**src/rtl/clk_switch_pkg.sv**
```systemverilog
`default_nettype none
// ============================================================================
// Module      : clk_switch_pkg
// Description : Shared state encoding and clock-source select constants
//               used by the clock-switch sequencer.
// Revision    : 1.0 - initial release
// ============================================================================
package clk_switch_pkg;

    typedef enum logic [1:0] {
        ST_IDLE   = 2'd0,
        ST_SETTLE = 2'd1,
        ST_DWELL  = 2'd2,
        ST_RESP   = 2'd3
    } state_t;

    localparam logic SEL_A = 1'b0;
    localparam logic SEL_B = 1'b1;

    // Presence of the clock named by a select value
    function automatic logic alive_of(input logic s, input logic a, input logic b);
        return (s == SEL_B) ? b : a;
    endfunction

endpackage
`default_nettype wire

```
**src/rtl/sw_dly_cnt.sv**
```systemverilog
`default_nettype none
// ============================================================================
// Module      : sw_dly_cnt
// Description : Loadable down counter shared by the settle and dwell phases;
//               saturates at zero.
// Revision    : 1.0 - initial release
// ============================================================================
module sw_dly_cnt #(
    parameter int CNT_W = 8
) (
    input  logic             clk,
    input  logic             rst,
    input  logic             load,
    input  logic [CNT_W-1:0] load_val,
    input  logic             dec,
    output logic             zero
);

    logic [CNT_W-1:0] r_cnt;

    always_ff @(posedge clk) begin
        if (rst) begin
            r_cnt <= '0;
        end else if (load) begin
            r_cnt <= load_val;
        end else if (dec && (r_cnt != '0)) begin
            r_cnt <= r_cnt - 1'b1;
        end
    end

    assign zero = (r_cnt == '0);

endmodule
`default_nettype wire

```
**src/rtl/clk_switch_ctrl.sv**
```systemverilog
`default_nettype none
// ============================================================================
// Module      : clk_switch_ctrl
// Description : Sequencer for the glitch-free clk_A/clk_B switch: drives sel,
//               waits out switch latency, enforces dwell and fails over on a
//               dead active clock.
// Revision    : 1.0 - initial release
// ============================================================================
module clk_switch_ctrl
    import clk_switch_pkg::*;
#(
    parameter int SETTLE_CYC = 16,
    parameter int DWELL_CYC  = 32,
    parameter int CNT_W      = 8
) (
    input  logic clk,
    input  logic rst,
    input  logic req_valid,
    input  logic req_sel,
    output logic req_ready,
    input  logic alive_a,
    input  logic alive_b,
    output logic sel,
    output logic cur_sel,
    output logic busy,
    output logic done,
    output logic err,
    output logic failover
);

    localparam logic [CNT_W-1:0] c_SETTLE_LD = CNT_W'(SETTLE_CYC - 1);
    localparam logic [CNT_W-1:0] c_DWELL_LD  = CNT_W'(DWELL_CYC - 1);

    state_t r_state;
    logic   r_sel;
    logic   r_cur_sel;
    logic   r_busy;
    logic   r_done;
    logic   r_err;
    logic   r_failover;

    logic             w_idle;
    logic             w_fo_cond;
    logic             w_accept;
    logic             w_tgt_alive;
    logic             w_start;
    logic             w_zero;
    logic             w_ld;
    logic [CNT_W-1:0] w_ld_val;
    logic             w_dec;

    assign w_idle      = (r_state == ST_IDLE);
    assign w_fo_cond   = w_idle & ~alive_of(r_cur_sel, alive_a, alive_b)
                                &  alive_of(~r_cur_sel, alive_a, alive_b);
    assign req_ready   = ~rst & w_idle & ~w_fo_cond;
    assign w_accept    = req_valid & req_ready;
    assign w_tgt_alive = alive_of(req_sel, alive_a, alive_b);
    assign w_start     = w_accept & w_tgt_alive & (req_sel != r_cur_sel);

    always_comb begin
        w_ld     = 1'b0;
        w_ld_val = c_SETTLE_LD;
        case (r_state)
            ST_IDLE:   w_ld = w_fo_cond | w_start;
            ST_SETTLE: begin
                w_ld     = w_zero;
                w_ld_val = c_DWELL_LD;
            end
            default:   w_ld = 1'b0;
        endcase
    end

    assign w_dec = (r_state == ST_SETTLE) | (r_state == ST_DWELL);

    sw_dly_cnt #(
        .CNT_W (CNT_W)
    ) u_dly_cnt (
        .clk      (clk),
        .rst      (rst),
        .load     (w_ld),
        .load_val (w_ld_val),
        .dec      (w_dec),
        .zero     (w_zero)
    );

    always_ff @(posedge clk) begin
        if (rst) begin
            r_state    <= ST_IDLE;
            r_sel      <= SEL_A;
            r_cur_sel  <= SEL_A;
            r_busy     <= 1'b0;
            r_done     <= 1'b0;
            r_err      <= 1'b0;
            r_failover <= 1'b0;
        end else begin
            r_done     <= 1'b0;
            r_err      <= 1'b0;
            r_failover <= 1'b0;
            case (r_state)
                ST_IDLE: begin
                    // A dead active clock takes priority over any pending request
                    if (w_fo_cond) begin
                        r_sel      <= ~r_cur_sel;
                        r_failover <= 1'b1;
                        r_busy     <= 1'b1;
                        r_state    <= ST_SETTLE;
                    end else if (w_accept) begin
                        if (!w_tgt_alive) begin
                            r_err   <= 1'b1;
                            r_state <= ST_RESP;
                        end else if (req_sel == r_cur_sel) begin
                            r_done  <= 1'b1;
                            r_state <= ST_RESP;
                        end else begin
                            r_sel   <= req_sel;
                            r_busy  <= 1'b1;
                            r_state <= ST_SETTLE;
                        end
                    end
                end
                ST_SETTLE: begin
                    if (w_zero) begin
                        r_cur_sel <= r_sel;
                        r_done    <= 1'b1;
                        r_state   <= ST_DWELL;
                    end
                end
                ST_DWELL: begin
                    if (w_zero) begin
                        r_busy  <= 1'b0;
                        r_state <= ST_IDLE;
                    end
                end
                default: r_state <= ST_IDLE;
            endcase
        end
    end

    assign sel      = r_sel;
    assign cur_sel  = r_cur_sel;
    assign busy     = r_busy;
    assign done     = r_done;
    assign err      = r_err;
    assign failover = r_failover;

endmodule
`default_nettype wire

```
**config.mk**
```make
export PLATFORM = sky130hd
export DESIGN_NAME = clk_switch_ctrl
export DESIGN_NICKNAME = d
export VERILOG_FILES = /design/src/rtl/clk_switch_pkg.sv /design/src/rtl/sw_dly_cnt.sv /design/src/rtl/clk_switch_ctrl.sv
export SDC_FILE = /design/constraint.sdc
export NUM_CORES = 1
export LEC_CHECK = 0
export BUFFER_PORTS_ARGS = -buffer_cell sky130_fd_sc_hd__buf_2
export CAP_MARGIN = 30
export CORE_MARGIN = 4
export CORE_UTILIZATION = 51
export DETAILED_ROUTE_END_ITERATION = 10
export PLACE_DENSITY = 0.74
export SLEW_MARGIN = 20
export SYNTH_ARGS = -nofsm -noshare
export SYNTH_HDL_FRONTEND = slang
export SYNTH_HIERARCHICAL = 1
export SYNTH_SLANG_ARGS = --single-unit
```
**constraint.sdc**
```tcl
create_clock -name clk -period 2.9 [get_ports clk]
set_clock_uncertainty 0.15 [all_clocks]
set_input_delay 0.725 -clock clk [delete_from_list [all_inputs] [get_ports clk]]
set_output_delay 0.725 -clock clk [all_outputs]
set_load 0.05 [all_outputs]
```
==> results.txt <==
----------------------------------------------------
[Global routing]
  Grt total ovfl ... 0
  Total GRT Usage ... 0.170
  Initial antenna violation count ... 0
  Global-route wire length before repair ... 4330 microns
  Largest net degree at the start of global routing ... 18
  Via count of the first global-routing pass ... 999

[Route]
  Routed via count ... 1064
  Detailed-route wire length per cell ... 13.7 microns
  Number of design-rule violations left by the first detailed-router iteration ... 13
  DRT Pass-1 Iters ... 4
  Sum of routed wire length over all layers ... 2470 microns
  Count of nets left with antenna violations after detail routing ... 0
  Count of unresolved DRC violations after routing ... 0
  Number of vias per cell ... 5.88

[Timing]
  Tightest Pin Transition ... 0.503 ns
  Fraction of the cycle the final worst path needs ... 0.949
  Post-route setup TNS ... 0 ns
  Max-slew violations ... 0
  Setup-violating endpoint count in the final report ... 0
  RSZ-0062 raised after global routing ... no
  Final critical-path required period ... 2.75 ns
  Max-Slew Margin vs Limit ... 0.664
  Peak clock frequency supported by timing ... 363 MHz
  Endpoints failing hold ... 0

[Synth]
  Post-Synthesis Mean Instance Area ... 8.44 sq um
  Fraction of synthesis flops using an asynchronous set or reset pin ... 0
  Synth Instances ... 137
  Total number of yosys warnings ... 6
  Number of enable-type register cells in the synthesized netlist ... 0
  Distinct cell type count of the synthesized netlist ... 51
  Dominant synthesized flop cell ... dfxtp_1
  Post-synthesis instance area ... 1160 sq um
  Post-synthesis sequential element count ... 16
  Register area share after synthesis ... 0.277

[Placement]
  Number of port buffers ... 12
  Placed Cells ... 177
  Sum of net half-perimeters after detailed placement ... 1800 microns
  Final weighted congestion of routability-driven global placement ... 0.810

[Floorplanning]
  Number of placement rows ... 16
  Starting density of the core ... 0.561
  Y dimension of the die ... 55.6 microns
  Full die area ... 3090 sq um
  Die Wd ... 55.6 microns
  Floorplan Core Area ... 2060 sq um
  Number of ports placed on the die boundary ... 13

[CTS]
  CTS tree ... done
  CTS H-tree depth ... 1
  Maximum buffer depth of the clock tree ... 2
  Setup repair bufs after CTS ... 0
  PostCTS Resize Cnt ... 0
  Worst-Skew Late Latency ... 0.30 ns
  Inserted Clock Buffers ... 3
  Hold buffer count at cts ... 0
  Clock Sinks ... 16
  Clock input transition at the sequential cells of the worst setup and hold paths ... 0.11 ns
  Clock tree root buffer cell ... clkbuf_4

[Critical path]
  Peak fanout along the critical path ... 10
  Critical path launch point type ... flop
  Setup crit end kind ... output port
  Data required time at the worst endpoint ... 2.03 ns
  Startpoint-to-endpoint class of the critical path ... flop to output port
  WP data arrival ... 1.88 ns

[Status]
  Run status ... finished, final reports clean

[Finish]
  Area growth from synthesis to layout ... 12.0%
  Antenna fix cells ... 0
  Final layout net count ... 167
  Fraction of layout instances using a drive strength above 1 ... 0.214
  Layout Cells excl Fill ... 181

[Worst hold path]
  Type of the most critical hold path ... flop to flop

[Flow run]
  Max-cap violations ... 0

[Power]
  P_leak ... 0.534 nW
  Power density over cell area ... 1110 nW/um^2
  Maximum vdd drop ... 0.674 mV

----------------------------------------------------
[sequential cells by signal, summed over array words and instances, names as in the netlist]
signal and cells:
busy 1, err 1, failover 1, u_dly_cnt/r_cnt 8
done 1, sel 1, cur_sel 1, r_state 2
[layout by cell type (no fill, tap or decap), types with 2 or more instances in the layout]
master    Yosys  layout
nand3_1       2       2
o21ai_0       9       9
clkbuf_4      0       4
nand2_1       9       9
inv_1         8       8
a21oi_1      10      10
or4_1         2       2
nand2b_1      3       3
a211oi_1      3       3
buf_2         2      11
or3_2         2       2
buf_4         1       3
a311oi_1      2       2
nor2_1       11      11
ha_1          6       6
conb_1        2       7
mux2i_1       2       2
dfxtp_1      16      16
nor3b_1       4       4
nand4b_1      2       2
xnor2_1       3       3
nand3b_1      2       2
o21a_1        2       2
nor2b_1       3       3
or4_2         2       2
[final timing paths]
path                                                      start                              end  slack, ns  cells past startpoint
worst min register to register                 sel$_SDFFE_PP0P_             cur_sel$_SDFFE_PP0P_       0.34                      2
worst max-delay path                    r_state[0]$_SDFFE_PP0P_                        req_ready       0.15                      5
worst min-delay path                           sel$_SDFFE_PP0P_             cur_sel$_SDFFE_PP0P_       0.34                      2
worst max register to register  u_dly_cnt/r_cnt[2]$_SDFFE_PP0P_  u_dly_cnt/r_cnt[1]$_SDFFE_PP0P_       0.40                      8
[where the power goes]
part / internal [mW] / switching [mW] / total [mW]
sequential: 0.297 / 0.0729 / 0.370
clock: 0.0766 / 0.0788 / 0.155
combinational: 0.399 / 0.518 / 0.917
total: 0.773 / 0.670 / 1.44
[cells by family (layout without fill, tap and decap cells)]
logic type / Yosys count / after routing / synth area share
compound gates: 35 / 35 / 0.229
xor+xnor: 3 / 3 / 0.0227
fa+ha+maj: 6 / 6 / 0.0649
buf+inv: 16 / 28 / 0.0639
flops: 16 / 16 / 0.277
mux: 3 / 3 / 0.0271
other cells: 2 / 7 / 0.00650
simple gates: 56 / 56 / 0.308
[critical path: stages (launching register included)]
cell	delay, ns
dfxtp_1	0.38
inv_1	0.09
ha_1	0.33
and4bb_1	0.29
nor3_2	0.21
clkbuf_4	0.27
[metrics by stage]
stage | instance area (sq um) | setup WS, ns | hold slack (ns) | power, mW | utilization
3_5_place_dp | 1260 | 0.320 | 0.318 | 1.28 | 0.609
3_3_place_gp | 1260 | 0.371 | 0.314 | 1.26 | 0.609
5_1_grt | 1290 | 0.0104 | 0.381 | 1.56 | 0.628
4_1_cts | 1290 | 0.111 | 0.336 | 1.45 | 0.627
6_report | 1290 | 0.147 | 0.337 | 1.44 | 0.628
2_1_floorplan | 1180 | 0.215 | 0.330 | 1.09 | -
[cell type report]
type,count,area (sq um)
inverter,9,33.8
clock buffer,4,36.3
tap,27,33.8
timing repair buffer,15,85.1
sequential,16,320
fill,181,767
multi-input combinational,110,786
[synthesized netlist by cell type (2+ instances only)]
master / n / share of area
or3_2: 2 / 0.013
nor3b_1: 4 / 0.026
a311oi_1: 2 / 0.015
nand4b_1: 2 / 0.015
o21ai_0: 9 / 0.039
nor2_1: 11 / 0.036
or4_1: 2 / 0.013
nor3_1: 2 / 0.0087
or4_2: 2 / 0.015
ha_1: 6 / 0.065
conb_1: 2 / 0.0065
dfxtp_1: 16 / 0.28
buf_2: 2 / 0.0087
a211oi_1: 3 / 0.019
nor2b_1: 3 / 0.016
nand2b_1: 3 / 0.016
nand3_1: 2 / 0.0087
clkbuf_1: 2 / 0.0065
a21oi_1: 10 / 0.043
nand2_1: 9 / 0.029
nand3b_1: 2 / 0.013
mux2i_1: 2 / 0.017
inv_1: 8 / 0.026
xnor2_1: 3 / 0.023
o21a_1: 2 / 0.013
[per-layer routing]
| layer | global-route usage | wire length, microns | share of wire | vias up |
|---|---|---|---|---|
| met5 | 0 | 0 | 0 | - |
| met4 | 0.0729 | 30 | 0.012 | 0 |
| met3 | 0.0348 | 87 | 0.035 | 2 |
| met2 | 0.299 | 1250 | 0.51 | 24 |
| met1 | 0.198 | 1100 | 0.45 | 507 |
| li1 | - | - | - | 531 |
No activity file was read; power rests on OpenSTA's default activity.
